$ cat config.mk
export PLATFORM = sky130hd
export DESIGN_NAME = shifter
export DESIGN_NICKNAME = d
export VERILOG_FILES = /design/src/rtl/shifter.sv
export SDC_FILE = /design/constraint.sdc
export NUM_CORES = 1
export LEC_CHECK = 0
export BUFFER_PORTS_ARGS = -buffer_cell sky130_fd_sc_hd__buf_4
export CORE_MARGIN = 1.5
export CORE_UTILIZATION = 49
export CTS_BUF_LIST = sky130_fd_sc_hd__clkbuf_4
export DETAILED_ROUTE_END_ITERATION = 6
export PLACE_DENSITY = 0.82
export SLEW_MARGIN = 20
export SYNTH_ARGS = -nofsm -noshare
export SYNTH_HDL_FRONTEND = slang
export SYNTH_SLANG_ARGS = --single-unit
$ cat constraint.sdc
create_clock -name clk -period 1.6 [get_ports clk]
set_input_delay 0.32 -clock clk [delete_from_list [all_inputs] [get_ports clk]]
set_output_delay 0.32 -clock clk [all_outputs]
set_load 0.02 [all_outputs]
$ cat src/rtl/shifter.sv
// Single-bit shifter (pass / lsl / lsr / asr) with a combinational result and
// a registered copy plus carry-out, zero and negative flags.
module shifter #(
    parameter int WIDTH = 16
) (
    input  logic             clk,
    input  logic             reset,
    input  logic [WIDTH-1:0] in,
    input  logic [1:0]       shift,
    input  logic             en,
    output logic [WIDTH-1:0] sout,
    output logic [WIDTH-1:0] sout_q,
    output logic             cout_q,
    output logic             z_q,
    output logic             n_q
);

    typedef struct packed {
        logic [WIDTH-1:0] res;
        logic             cout;
        logic             z;
        logic             n;
    } flags_t;

    logic   cout;
    flags_t nxt;
    flags_t cur;

    // An X select falls to the default arm so it never aliases a legal op.
    always_comb begin
        sout = in;
        cout = 1'b0;
        case (shift)
            2'b00: begin sout = in;                          cout = 1'b0;         end
            2'b01: begin sout = {in[WIDTH-2:0], 1'b0};       cout = in[WIDTH-1];  end
            2'b10: begin sout = {1'b0, in[WIDTH-1:1]};       cout = in[0];        end
            2'b11: begin sout = {in[WIDTH-1], in[WIDTH-1:1]}; cout = in[0];       end
            default: begin sout = 'x;                        cout = 1'bx;         end
        endcase
    end

    always_comb begin
        nxt      = cur;
        nxt.res  = sout;
        nxt.cout = cout;
        nxt.z    = (sout == '0);
        nxt.n    = sout[WIDTH-1];
    end

    always_ff @(posedge clk) begin
        if (reset)   cur <= '0;
        else if (en) cur <= nxt;
    end

    assign sout_q = cur.res;
    assign cout_q = cur.cout;
    assign z_q    = cur.z;
    assign n_q    = cur.n;

endmodule

==> results.toml <==
[grt]
grt_pass1_vias = 1091
grt_pass1_wl_um = 4510
overflow = 0
grt_max_degree = 31
grt_usage_pct = 20.5
antenna_found_initial = 0

[routing]
antenna_left = 0
drc = 0
drtIter0Drc = 41
wl_um = 3080
dr.pass1.iters = 4
wire_per_inst_um = 13.9
viasPerCell = 5.46
via_count = 1207

[finish]
nFillCells = 218
synthToLayoutAreaGrowth_pct = 26.5
layout_common_cells = "buf_4, mux2i_1, nor2_1, dfxtp_1, nand2_1"
multiInputGateArea_um2 = 728
layout_commonest_cell = "buf_4"
num_antenna_cells = 0
stdcell_area_mm2 = 0.00164
nNetsFinal = 213
drive_gt1_share_pct = 38.7
seqCellArea_um2 = 360
utilization_pct = 66.0

[power]
seq_power_share_pct = 42.0
internal-power_uw = 767
leakage_uw = 0.000803
switching_share_pct = 34.4
clkPwrFrac_pct = 20.1
combPwrFrac_pct = 37.9
vdd_drop_max_mv = 0.559
power_density_mw_per_mm2 = 714
switchingPower_uw = 402

[setup_path]
crit_chain = "buf_4, mux2_2, mux2_2, buf_4"
crit_type = "input port to output pin"
max_stage_delay_ns = 0.34
cp_data_required_time_ns = 1.28
arrival_ns = 1.22
crit_path_end_kind = "output pin"
crit_slowest_cell = "mux2_2"
worstPathMaxFanout = 4
crit_path_start_kind = "input port"

[placement]
dp_hpwl_um = 2280
post-place-ws_ns = 0.0143
port-buffer-count = 55
place_area_mm2 = 0.00161
place_congestion = 0.853

[clock_tree]
cts-root-buf = "clkbuf_4"
cts_resized = 0
cts_buffers = 3
clock_sinks = 18
cts_tree = "done"
max-clock-path-buffers = 2
htree_levels = 1
ctsHoldBuffers = 0
clk_pin_slew_ns = 0.11
clkLatencyLatePin_ns = 0.29
cts_setup_buffers = 0

[synth]
syn_inst = 155
seq_area_frac_synth_pct = 27.9
syn_nets = 176
syn_area_per_cell_um2 = 8.34
ys_warn_count = 0
ys_types = 30
yosys_register_bits = 18
synth_area_mm2 = 0.00129

[outcome]
outcome = "finished, final reports clean"

[floorplanning]
ioPinCount = 56
start_util_pct = 52.2
coreArea_mm2 = 0.00248
die_h_um = 54.4
fp.dieArea_mm2 = 0.00296
num_rows = 18
die_w_um = 54.4

[sta]
worst_slew_pin_slew_ns = 0.321
tns_ns = 0
period_minus_slack_ns = 1.54
rsz0062_at_grt = "false"
timing.final.crit_share_pct = 96.4
finalHoldViolCount = 0
max_slew_margin_pct = 78.5
finalSetupViolCount = 0
fin_ws_ns = 0.0576
fmax_ghz = 0.648
clock_skew_ns = 0
drv_slew = 0

[flow_run]
cap_violations = 0

[hold_path]
holdCritPathClass = "input port to flop"
-- sequential cells by signal (all words and copies together) (netlist names) --
register and cells:
cout_q 1, sout_q 16, z_q 1
-- power groups by stage --
stage / clock network, µW / registers, µW / logic, µW
floorplan: 0 / 535 / 264
global placement: 0 / 500 / 432
detailed placement: 0 / 501 / 442
CTS: 236 / 491 / 444
global route: 256 / 494 / 475
finish: 234 / 491 / 443
-- metal layers --
| metal | wire length [µm] | track usage (%) | up-vias |
|---|---|---|---|
| li1 | - | - | 598 |
| met1 | 1370 | 26.3 | 561 |
| met2 | 1490 | 34.3 | 42 |
| met3 | 162 | 2.73 | 6 |
| met4 | 51 | 8.75 | 0 |
| met5 | 0 | 0 | - |
-- critical path: cells and delay by family --
family,cells,cell delay [ns]
buffers and inverters,2,0.29
muxes,2,0.61
-- cell usage after synthesis --
cell type	number	area share (%)
mux2i_1	26	20
nor2_1	24	7.0
buf_4	19	11
dfxtp_1	18	28
nand2_1	14	4.1
o21ai_0	13	5.0
a21oi_1	4	1.5
buf_2	4	1.5
mux2_2	4	3.5
nor4b_1	3	2.0
a21o_1	2	1.2
a22o_1	2	1.4
buf_6	2	1.7
clkbuf_1	2	0.58
inv_1	2	0.58
nor3_1	2	0.77
a2111oi_1	1	0.77
a2111oi_2	1	1.2
a211oi_1	1	0.58
buf_1	1	0.29
nor2b_1	1	0.48
nor2b_2	1	0.68
nor3_2	1	0.77
nor4_1	1	0.48
o2111ai_1	1	0.68
o211ai_1	1	0.58
o21ai_2	1	0.68
o31ai_2	1	0.97
o41ai_2	1	1.3
or3b_2	1	0.68
-- kinds of logic (layout without fill, tap and decap cells) --
kind of cell | after synthesis | count (layout) | synth area share (%)
AND/OR/NAND/NOR | 48 | 48 | 16.9
multiplexers | 30 | 30 | 23.6
buffers and inverters | 30 | 66 | 15.8
AO/OA/AOI/OAI | 29 | 29 | 15.8
flip-flops | 18 | 18 | 27.9
-- cell type report --
cell class                      count  area share [%]
Timing Repair Buffer               60            29.1
Multi-Input combinational cell    107            44.5
Sequential cell                    18            22.0
Tap cell                           30            2.30
Inverter                            2           0.459
Clock inverter                      1           0.230
Clock buffer                        3            1.38
-- final timing paths --
kind / start / end / slack, ns / depth (start not counted)
worst min-delay path: en / z_q / 0.33 / 3
worst max register to register: z_q / z_q / 0.63 / 2
worst max-delay path: shift[0] / sout[1] / 0.06 / 4
worst min register to register: sout_q[0] / sout_q[0] / 0.51 / 2
-- per-stage QoR --
| stage | total power [µW] | instances | hold slack, ns |
|---|---|---|---|
| final | 1170 | 221 | 0.327 |
| after global routing | 1220 | 221 | 0.331 |
| after CTS | 1170 | 221 | 0.330 |
| after detailed placement | 943 | 217 | 0.487 |
| after global placement | 931 | 217 | 0.477 |
| after floorplan | 799 | 155 | 0.540 |
No activity file was read; power rests on OpenSTA's default activity.
